File: config.mk
export PLATFORM = sky130hd
export DESIGN_NAME = apu_reg_initiator
export DESIGN_NICKNAME = d
export VERILOG_FILES = /design/src/rtl/apu_regops_pkg.sv /design/src/rtl/apu_cmd_fifo.sv /design/src/rtl/apu_reg_initiator.sv
export SDC_FILE = /design/constraint.sdc
export NUM_CORES = 1
export LEC_CHECK = 0
export CAP_MARGIN = 10
export CORE_MARGIN = 1.5
export CORE_UTILIZATION = 35
export CTS_BUF_LIST = sky130_fd_sc_hd__clkbuf_16
export DETAILED_ROUTE_END_ITERATION = 10
export GPL_TIMING_DRIVEN = 0
export PLACE_DENSITY = 0.61
export REMOVE_ABC_BUFFERS = 1
export SYNTH_ARGS = -nofsm -noshare
export SYNTH_HDL_FRONTEND = slang
export SYNTH_SLANG_ARGS = --single-unit
File: constraint.sdc
create_clock -name CLK -period 1.9 [get_ports CLK]
set_input_delay 0.19 -clock CLK [delete_from_list [all_inputs] [get_ports CLK]]
set_output_delay 0.19 -clock CLK [all_outputs]
set_load 0.05 [all_outputs]
File: src/rtl/apu_regops_pkg.sv
`default_nettype none
// ============================================================================
// Module   : apu_regops_pkg
// Purpose  : Shared constants, command record and sweep helpers for the
//            APU register-space bus initiator.
// Revision : 1.0 - initial release
// ============================================================================
package apu_regops_pkg;

  localparam logic [15:0] APU_REG_BASE = 16'h4000;
  localparam logic [15:0] APU_REG_LAST = 16'h401F;
  localparam logic [15:0] IDLE_ADDR    = 16'h0000;

  // One queued register operation: rw=1 read, rw=0 write.
  typedef struct packed {
    logic        rw;
    logic [15:0] addr;
    logic [7:0]  data;
  } apu_cmd_t;

  // Dummy read placed on the bus whenever no command is available.
  localparam apu_cmd_t IDLE_CMD = '{rw: 1'b1, addr: IDLE_ADDR, data: 8'h00};

  typedef enum logic [1:0] {
    SW_IDLE = 2'd0,
    SW_PEND = 2'd1,
    SW_RUN  = 2'd2
  } sweep_state_t;

  // Sweep step idx: 0..31 read BASE+idx, 32..63 write BASE+(idx-32) with
  // data equal to the low address byte.
  function automatic apu_cmd_t make_sweep_cmd(input logic [5:0] idx);
    apu_cmd_t c;
    c.rw   = ~idx[5];
    c.addr = APU_REG_BASE | {11'd0, idx[4:0]};
    c.data = idx[5] ? c.addr[7:0] : 8'h00;
    return c;
  endfunction

endpackage
`default_nettype wire

File: src/rtl/apu_cmd_fifo.sv
`default_nettype none
// ============================================================================
// Module   : apu_cmd_fifo
// Purpose  : Synchronous FIFO of apu_cmd_t records with full/empty flags.
//            DEPTH must be a power of two and at least 2.
// Revision : 1.0 - initial release
// ============================================================================
module apu_cmd_fifo
  import apu_regops_pkg::*;
#(
  parameter int DEPTH = 4
) (
  input  logic     clk,
  input  logic     rst_n,
  input  logic     push,
  input  apu_cmd_t din,
  input  logic     pop,
  output apu_cmd_t dout,
  output logic     full,
  output logic     empty
);

  localparam int PTR_W = $clog2(DEPTH);
  localparam logic [PTR_W:0] C_DEPTH = (PTR_W + 1)'(DEPTH);

  apu_cmd_t         mem_q [DEPTH];
  apu_cmd_t         mem_d [DEPTH];
  logic [PTR_W-1:0] wr_ptr_q, wr_ptr_d;
  logic [PTR_W-1:0] rd_ptr_q, rd_ptr_d;
  logic [PTR_W:0]   count_q,  count_d;
  logic             do_push, do_pop;

  assign full  = (count_q == C_DEPTH);
  assign empty = (count_q == '0);
  assign dout  = mem_q[rd_ptr_q];

  // Pointer/occupancy update; simultaneous push and pop both take effect.
  always_comb begin
    mem_d    = mem_q;
    wr_ptr_d = wr_ptr_q;
    rd_ptr_d = rd_ptr_q;
    count_d  = count_q;
    do_push  = push && !full;
    do_pop   = pop && !empty;
    if (do_push) begin
      mem_d[wr_ptr_q] = din;
      wr_ptr_d        = wr_ptr_q + 1'b1;
    end
    if (do_pop) begin
      rd_ptr_d = rd_ptr_q + 1'b1;
    end
    case ({do_push, do_pop})
      2'b10:   count_d = count_q + 1'b1;
      2'b01:   count_d = count_q - 1'b1;
      default: count_d = count_q;
    endcase
  end

  // State registers; reset flushes the queue.
  always_ff @(posedge clk or negedge rst_n) begin
    if (!rst_n) begin
      mem_q    <= '{default: '0};
      wr_ptr_q <= '0;
      rd_ptr_q <= '0;
      count_q  <= '0;
    end else begin
      mem_q    <= mem_d;
      wr_ptr_q <= wr_ptr_d;
      rd_ptr_q <= rd_ptr_d;
      count_q  <= count_d;
    end
  end

endmodule
`default_nettype wire

File: src/rtl/apu_reg_initiator.sv
`default_nettype none
// ============================================================================
// Module   : apu_reg_initiator
// Purpose  : CPU-side initiator replaying queued register commands as
//            6502-style PHI1/PHI2 bus cycles, returning captured read data.
//            Optional internal register sweep: define APU_REGOPS_SWEEP_EN.
// Revision : 1.0 - initial release
// ============================================================================
module apu_reg_initiator
  import apu_regops_pkg::*;
#(
  parameter int DEPTH = 4,
  parameter int HALF  = 2
) (
  input  logic        CLK,
  input  logic        nRES,
  input  logic        cmd_valid,
  output logic        cmd_ready,
  input  logic        cmd_rw,
  input  logic [15:0] cmd_addr,
  input  logic [7:0]  cmd_data,
  input  logic        sweep_start,
  output logic        PHI1,
  output logic        PHI2,
  output logic [15:0] Addr,
  output logic        RnW,
  output logic [7:0]  DB_out,
  output logic        DB_oe,
  input  logic [7:0]  DB_in,
  output logic        rsp_valid,
  output logic        rsp_rw,
  output logic [15:0] rsp_addr,
  output logic [7:0]  rsp_data,
  output logic        busy,
  output logic        sweep_busy
);

  localparam int CNT_W = (2 * HALF > 2) ? $clog2(2 * HALF) : 1;
  localparam logic [CNT_W-1:0] C_CNT_LAST = CNT_W'(2 * HALF - 1);
  localparam logic [CNT_W-1:0] C_CNT_HALF = CNT_W'(HALF);

  // run_q holds the phase counter at 0 for the first clock after reset so the
  // first bus cycle starts with a full PHI1.
  logic             run_q, run_d;
  logic [CNT_W-1:0] cnt_q, cnt_d;
  apu_cmd_t         cur_q, cur_d;
  logic             acc_q, acc_d;
  logic             rsp_valid_q, rsp_valid_d;
  apu_cmd_t         rsp_q, rsp_d;

  logic             boundary;
  logic             fifo_push, fifo_pop, fifo_full, fifo_empty;
  apu_cmd_t         fifo_din, fifo_dout;
  logic             sweep_load, sweep_hold;
  apu_cmd_t         sweep_cmd;

  assign boundary  = run_q && (cnt_q == C_CNT_LAST);
  assign fifo_din  = '{rw: cmd_rw, addr: cmd_addr, data: cmd_data};
  assign fifo_push = cmd_valid && cmd_ready;
  assign cmd_ready = !fifo_full && !sweep_hold;
  assign busy      = !fifo_empty || acc_q || rsp_valid_q || sweep_hold;

  apu_cmd_fifo #(
    .DEPTH (DEPTH)
  ) u_fifo (
    .clk   (CLK),
    .rst_n (nRES),
    .push  (fifo_push),
    .din   (fifo_din),
    .pop   (fifo_pop),
    .dout  (fifo_dout),
    .full  (fifo_full),
    .empty (fifo_empty)
  );

`ifdef APU_REGOPS_SWEEP_EN
  sweep_state_t sw_state_q, sw_state_d;
  logic [5:0]   sw_idx_q, sw_idx_d;

  assign sweep_cmd  = make_sweep_cmd(sw_idx_q);
  assign sweep_hold = (sw_state_q != SW_IDLE);
  assign sweep_busy = (sw_state_q == SW_RUN);

  // Sweep sequencer: wait for the next cycle boundary, then feed 64 steps
  // back-to-back; the index wrapping to 0 marks the end of the run.
  always_comb begin
    sw_state_d = sw_state_q;
    sw_idx_d   = sw_idx_q;
    sweep_load = 1'b0;
    case (sw_state_q)
      SW_IDLE: begin
        if (sweep_start && !busy) sw_state_d = SW_PEND;
      end
      SW_PEND: begin
        if (boundary) begin
          sweep_load = 1'b1;
          sw_idx_d   = sw_idx_q + 6'd1;
          sw_state_d = SW_RUN;
        end
      end
      SW_RUN: begin
        if (boundary) begin
          if (sw_idx_q == 6'd0) begin
            sw_state_d = SW_IDLE;
          end else begin
            sweep_load = 1'b1;
            sw_idx_d   = sw_idx_q + 6'd1;
          end
        end
      end
      default: sw_state_d = SW_IDLE;
    endcase
  end

  // Sweep state register.
  always_ff @(posedge CLK or negedge nRES) begin
    if (!nRES) begin
      sw_state_q <= SW_IDLE;
      sw_idx_q   <= 6'd0;
    end else begin
      sw_state_q <= sw_state_d;
      sw_idx_q   <= sw_idx_d;
    end
  end
`else
  logic unused_sweep_start;

  assign unused_sweep_start = sweep_start;
  assign sweep_load         = 1'b0;
  assign sweep_cmd          = IDLE_CMD;
  assign sweep_hold         = 1'b0;
  assign sweep_busy         = 1'b0;
`endif

  // Phase counter and cycle sequencer: at each boundary retire the current
  // access into the response register and load the next access or IDLE.
  always_comb begin
    run_d       = 1'b1;
    cnt_d       = cnt_q;
    cur_d       = cur_q;
    acc_d       = acc_q;
    rsp_valid_d = 1'b0;
    rsp_d       = rsp_q;
    fifo_pop    = 1'b0;
    if (run_q) begin
      cnt_d = (cnt_q == C_CNT_LAST) ? '0 : cnt_q + 1'b1;
    end
    if (boundary) begin
      rsp_valid_d = acc_q;
      if (acc_q) begin
        rsp_d.rw   = cur_q.rw;
        rsp_d.addr = cur_q.addr;
        rsp_d.data = cur_q.rw ? DB_in : 8'h00;
      end
      if (sweep_load) begin
        cur_d = sweep_cmd;
        acc_d = 1'b1;
      end else if (!fifo_empty) begin
        cur_d    = fifo_dout;
        fifo_pop = 1'b1;
        acc_d    = 1'b1;
      end else begin
        cur_d = IDLE_CMD;
        acc_d = 1'b0;
      end
    end
  end

  // Sequencer registers; reset aborts any access and drops its response.
  always_ff @(posedge CLK or negedge nRES) begin
    if (!nRES) begin
      run_q       <= 1'b0;
      cnt_q       <= '0;
      cur_q       <= IDLE_CMD;
      acc_q       <= 1'b0;
      rsp_valid_q <= 1'b0;
      rsp_q       <= '0;
    end else begin
      run_q       <= run_d;
      cnt_q       <= cnt_d;
      cur_q       <= cur_d;
      acc_q       <= acc_d;
      rsp_valid_q <= rsp_valid_d;
      rsp_q       <= rsp_d;
    end
  end

  assign PHI1      = run_q && (cnt_q < C_CNT_HALF);
  assign PHI2      = run_q && (cnt_q >= C_CNT_HALF);
  assign Addr      = cur_q.addr;
  assign RnW       = cur_q.rw;
  assign DB_oe     = acc_q && !cur_q.rw && PHI2;
  assign DB_out    = DB_oe ? cur_q.data : 8'h00;
  assign rsp_valid = rsp_valid_q;
  assign rsp_rw    = rsp_q.rw;
  assign rsp_addr  = rsp_q.addr;
  assign rsp_data  = rsp_q.data;

endmodule
`default_nettype wire

Yosys cells after proc, flatten, opt, wreduce, memory -nomap -nowiden
Cells that the tools add are included.
{"block": "totals", "out_inout_bits": 57, "reg_bits": 162, "wordCells": 72, "input_bits": 37}
{"block": "classes", "addsub": 5, "eq_ne": 4, "n_bitwise": 2, "magnitude_cmp": 5, "n_reduce_logical": 17, "n_mux": 14}
{"cell": "100-bit bitwise mux", "count": 1}
{"cell": "25-bit 2-to-1 mux", "count": 4}
{"cell": "25-bit binary-select mux with 2-bit select", "count": 1}
{"cell": "25-bit demux with 2-bit select", "count": 1}
{"cell": "8-bit 2-to-1 mux", "count": 2}
{"cell": "1-bit logical AND", "count": 9}
{"cell": "2-bit by 1-bit adder with 2-bit output (second input constant)", "count": 3}
{"cell": "3-bit >= comparator (second input constant)", "count": 2}
{"cell": "2-bit inverter with 3-bit output", "count": 2}
{"cell": "3-bit case mux with 2 select lines", "count": 1}
{"cell": "2-bit equality test (second input constant)", "count": 2}
{"cell": "3-bit by 1-bit adder with 3-bit output (second input constant)", "count": 1}
{"cell": "3-bit equality test (second input constant)", "count": 1}
{"cell": "1-bit zero test", "count": 3}
{"cell": "3-bit zero test", "count": 1}
{"cell": "3-bit by 1-bit less-than comparator with 1-bit output (second input constant)", "count": 1}
{"cell": "1-bit 2-to-1 mux", "count": 3}
{"cell": "3-bit by 1-bit subtractor with 3-bit output (second input constant)", "count": 1}
{"cell": "2-bit by 1-bit equality test with 1-bit output (second input constant)", "count": 1}
{"cell": "2-bit >= comparator (second input constant)", "count": 1}
{"cell": "1-bit logical OR", "count": 2}
{"cell": "2-bit less-than comparator (second input constant)", "count": 1}
{"cell": "2-bit 2-to-1 mux", "count": 1}
{"cell": "2-bit AND reduction", "count": 1}
{"cell": "2-bit nonzero test", "count": 1}

Longest topological paths before layout
Gate-level depths: netlist (run 1).
{"block": "depth", "depth_word": 6, "depth_mapped": 9, "ltp_nobuf": 8}

Modules after synthesis
A second synthesis (run 1) with hierarchy kept.
{"block": "hier_totals", "cells_unflattened": 491, "area_unflattened_um2": 7624.8}
{"mod": "apu_cmd_fifo", "cells_each": 279, "seq_area_each_um2": 2677.6, "area_per_inst_um2": 5064.9, "instances": 1}
{"mod": "apu_reg_initiator", "cells_each": 212, "seq_area_each_um2": 1377.6, "area_per_inst_um2": 2560.0, "instances": 1}

Least setup slack after synthesis (run 1)
No wires, ideal clock.
{"block": "synth_timing", "path_kind": "register to output", "start": "register cnt_q[0]", "end": "output port DB_out[0]", "arrival_time_ns": 2.296, "slack_ns": -0.586, "n_path_buf": 1, "t_required_ns": 1.710, "stages_incl_launch_ff": 7, "cell_sequence": "dfrtp_1 -> inv_1 -> ha_1 -> o21a_1 -> and3b_1 -> clkbuf_1 -> and2_1"}
{"block": "synth_between", "elab_chain_len": 4}
{"element": "start: declaration", "line": "apu_reg_initiator.sv:45", "rtl": "logic [CNT_W-1:0] cnt_q, cnt_d;"}
{"element": "start signal: assignment", "line": "apu_reg_initiator.sv:180", "rtl": "cnt_q <= cnt_d;"}
{"element": "2-bit >= comparator", "line": "apu_reg_initiator.sv:189", "rtl": "assign PHI2 = run_q && (cnt_q >= C_CNT_HALF);"}
{"element": "1-bit logical AND", "line": "apu_reg_initiator.sv:189"}
{"element": "net PHI2", "line": "apu_reg_initiator.sv:24", "rtl": "output logic PHI2,"}
{"element": "1-bit logical AND", "line": "apu_reg_initiator.sv:192", "rtl": "assign DB_oe = acc_q && !cur_q.rw && PHI2;"}
{"element": "net DB_oe", "line": "apu_reg_initiator.sv:28", "rtl": "output logic DB_oe,"}
{"element": "8-bit 2-to-1 mux", "line": "apu_reg_initiator.sv:193", "rtl": "assign DB_out = DB_oe ? cur_q.data : 8'h00;"}
{"element": "end: declaration", "line": "apu_reg_initiator.sv:27", "rtl": "output logic [7:0] DB_out,"}
The timed path passes the listed nets, and every way through them passes these cells.

Final worst setup path (run 1)
{"block": "layout_timing", "start": "register cnt_q[1]", "end": "output port DB_out[5]"}
{"block": "layout_between", "elab_chain_len": 4}
{"element": "2-bit >= comparator", "line": "apu_reg_initiator.sv:189"}
{"element": "1-bit logical AND", "line": "apu_reg_initiator.sv:189"}
{"element": "1-bit logical AND", "line": "apu_reg_initiator.sv:192"}
{"element": "8-bit 2-to-1 mux", "line": "apu_reg_initiator.sv:193"}
Every way passes these cells.

==> results of run 1 <==
-- cells by family (layout without fill, tap and decap cells) --
logic type,after synthesis,in the layout,synth area share [%]
AOI/OAI and AO/OA,39,40,4.01
xor gates and xnor gates,6,6,0.711
adders and majority gates,8,8,1.46
buffers and inverters,54,150,5.74
DFF,162,162,54.9
muxes,144,144,29.8
other,2,2,0.102
and+or+nand+nor,41,46,3.32
-- worst max path at each step --
stage,cells after the start,endpoint,slack [ns]
floorplan,8,u_fifo.count_q[2],-0.56
global placement,1,rsp_addr[11],-5.67
detailed placement,8,u_fifo.count_q[2],-0.78
CTS,3,u_fifo.mem_q[15],-0.25
global route,6,DB_out[4],-0.30
finish,6,DB_out[5],-0.24
-- registers in the layout, summed over array words and instances (netlist names), 2 cells and up --
name	cells
rsp_addr	16
rsp_data	8
cur_q	8
Addr	16
u_fifo.count_q	3
u_fifo.wr_ptr_q	2
cnt_q	2
u_fifo.rd_ptr_q	2
u_fifo.mem_q	100
-- per-layer routing --
layer / vias up / share of wire, % / GRT usage (%)
li1: 1814 / - / -
met1: 2199 / 45 / 22.1
met2: 94 / 49 / 27.6
met3: 23 / 4.0 / 3.71
met4: 0 / 1.7 / 5.64
met5: - / 0 / 0
-- repair_timing --
action	CTS	global route
endpoints found under the setup margin	161	75
gates resized for setup	105	13
hold buffers	1	0
buffers inserted	13	0
endpoints found under the hold margin	73	0
pin swaps	12	2
gates cloned	6	0
-- stage by stage --
step                      setup TNS, ns  hold slack [ns]  power (mW)  worst slack, ns
after global placement          -976.34            0.463        13.2            -5.67
after CTS                        -12.40            0.319        17.5           -0.245
after floorplan                  -26.52           -0.106        11.4           -0.559
after detailed placement         -35.07            0.267        13.6           -0.784
after global routing             -14.73            0.332        18.3           -0.297
final                            -11.40            0.337        17.4           -0.242
-- layout make-up --
type / instances / area [sq um] / share of cell area (%)
inverters: 10 / 37.5 / 0.407
clock inverters: 15 / 128 / 1.39
clock buffers: 17 / 425 / 4.62
well taps: 270 / 338 / 3.67
repair buffers: 108 / 1160 / 12.6
flip-flops and latches: 162 / 4070 / 44.1
multi-input cells: 246 / 3060 / 33.2
-- power groups by stage --
stage,Clock (mW),Combinational (mW),Sequential (mW)
after CTS,3.32,7.85,6.29
after global routing,3.49,8.25,6.55
after floorplan,0,4.14,7.28
final,3.25,7.81,6.33
after detailed placement,0,7.29,6.31
after global placement,0,6.89,6.34
-- placed cells by master (no fill, tap or decap), drive strengths merged, types with 6 or more instances in the layout --
master and count:
dfrtp 161, mux2 118, clkdlybuf4s50 75, buf 27, mux4 25, a22o 24, nand2 21, clkbuf 18
inv 15, o21ai 10, nand3 10, and2 8, ha 7, clkinv 6
-- critical path, cell delays in order (launching register included) --
cell	delay [ns]
dfrtp_2	0.45
ha_4	0.17
o21a_4	0.19
and3b_2	0.28
buf_6	0.15
and2_4	0.14
buf_8	0.14
==> impl_metrics.env, run 1 <==
export IMPL_io_pins=94
export IMPL_drv_slew=0
export IMPL_worst_slack_ns=-0.242
export IMPL_synth_warnings=0
export IMPL_hold_start="DB_in[1]"
export IMPL_startpoint="cnt_q[1]"
export IMPL_nets=590
export IMPL_reg2reg_depth=4
export IMPL_final_period_utilization_pct=113
export IMPL_yosys_top_cells_count="dfrtp_1, mux2_4, mux2_2"
export IMPL_skew_ns=0.00676
export IMPL_leakage_nw=4.22
export IMPL_cts_sinks=162
export IMPL_clock_path_buffers=2
export IMPL_violations="setup timing"
export IMPL_track_usage_pct=16.8
export IMPL_routed_wl_microns=17600
export IMPL_initial_core_util_pct=36.1
export IMPL_cp_max_fo=4
export IMPL_max_clock_freq_mhz=467
export IMPL_netlist_area_sq_mm=0.00739
export IMPL_dr_total_vias=4130
export IMPL_swShare_pct=35.6
export IMPL_synth_cells=456
export IMPL_rows=52
export IMPL_power_density_mw_per_mm2=1890
export IMPL_rrSetupSlack_ns=-0.20
export IMPL_holdPathEnd="rsp_data[1]"
export IMPL_antenna_cells=0
export IMPL_dp_cells=776
export IMPL_period_needed_ns=2.14
export IMPL_synth_cell_types=33
export IMPL_nFillCells=1786
export IMPL_coreArea_sq_mm=0.0205
export IMPL_timing_rr_start="u_fifo.wr_ptr_q[0]"
export IMPL_post_synth_top_count_cell="dfrtp_1"
export IMPL_end_kind="output pin"
export IMPL_vias_per_cell=4.99
export IMPL_ant_nets=0
export IMPL_die_y_microns=148
export IMPL_design_die_area_sq_mm=0.0220
export IMPL_antenna_found_initial=0
export IMPL_grt_ovfl_total=0
export IMPL_p_seq_share_pct=36.4
export IMPL_synth_top_area_cell="dfrtp_1"
export IMPL_synth_top_area_share_pct=54.5
export IMPL_grt_pass1_wl_microns=27100
export IMPL_cp_arrival_ns=1.95
export IMPL_ys_async_sr_fraction_pct=100
export IMPL_design_area_sq_mm=0.00921
export IMPL_relSlewSlack_pct=47.1
export IMPL_grt_max_degree=89
export IMPL_min_path_type="primary input to register"
export IMPL_clkPwrFrac_pct=18.7
export IMPL_detail_route_wl_per_cell_microns=21.3
export IMPL_power_switching_mw=6.19
export IMPL_drt_iter0_markers=160
export IMPL_dp_hpwl_microns=9080
export IMPL_worstSetupPathType="register to output pin"
export IMPL_ys_seq_elements=162
export IMPL_finalNonFillerCells=828
export IMPL_die_w_microns=148
export IMPL_gp_congestion=0.672
export IMPL_syn_area_per_cell_sq_um=16.2
export IMPL_synth_edf_count=0
export IMPL_drc=0
export IMPL_drive_gt1_share_pct=41.4
export IMPL_whs_path_depth=3
export IMPL_rr_endpoint="u_fifo.mem_q[40]"
export IMPL_ys_seq_area_share_pct=54.9
export IMPL_tritoncts="done"
export IMPL_path_clk_slew_ns=0.06
export IMPL_max_cap_violations=0
export IMPL_placed_cell_area_sq_mm=0.00834
export IMPL_cts_htree_levels=4
export IMPL_setup_viol=59
export IMPL_ir_drop_mv=0.613
export IMPL_synth_top_cells_by_area="dfrtp_1, mux2_4, mux4_2"
export IMPL_clock_latency_ns=0.42
export IMPL_port_buffers=91
export IMPL_crit_required_ns=1.71
export IMPL_ys_flop_type="dfrtp_1"
export IMPL_hold_viol_final=0
export IMPL_grt_pass1_vias=4414
export IMPL_root_buffer="clkbuf_16"
export IMPL_cp_start_kind="register"
export IMPL_utilization_pct=45.0
export IMPL_rsz0062_at_grt="true"
export IMPL_numCtsBuffers=17
export IMPL_syn_to_final_growth_pct=24.7
export IMPL_intPower_mw=11.2
export IMPL_comb_power_share_pct=44.9
export IMPL_worst_pin_slew_ns=0.793
export IMPL_status="finished, violations left"
export IMPL_detail_route_first_pass_iterations=4
No activity file was read; power rests on OpenSTA's default activity.
==> run 2: changes to the inputs <==
--- a/config.mk
+++ b/config.mk
@@ -11,6 +11,7 @@
 export CTS_BUF_LIST = sky130_fd_sc_hd__clkbuf_16
 export DETAILED_ROUTE_END_ITERATION = 10
 export GPL_TIMING_DRIVEN = 0
+export HOLD_SLACK_MARGIN = 0.12
 export PLACE_DENSITY = 0.61
 export REMOVE_ABC_BUFFERS = 1
 export SYNTH_ARGS = -nofsm -noshare
==> results of run 2 <==
No change in the layout: final DEF, timing and power equal those of run 1.
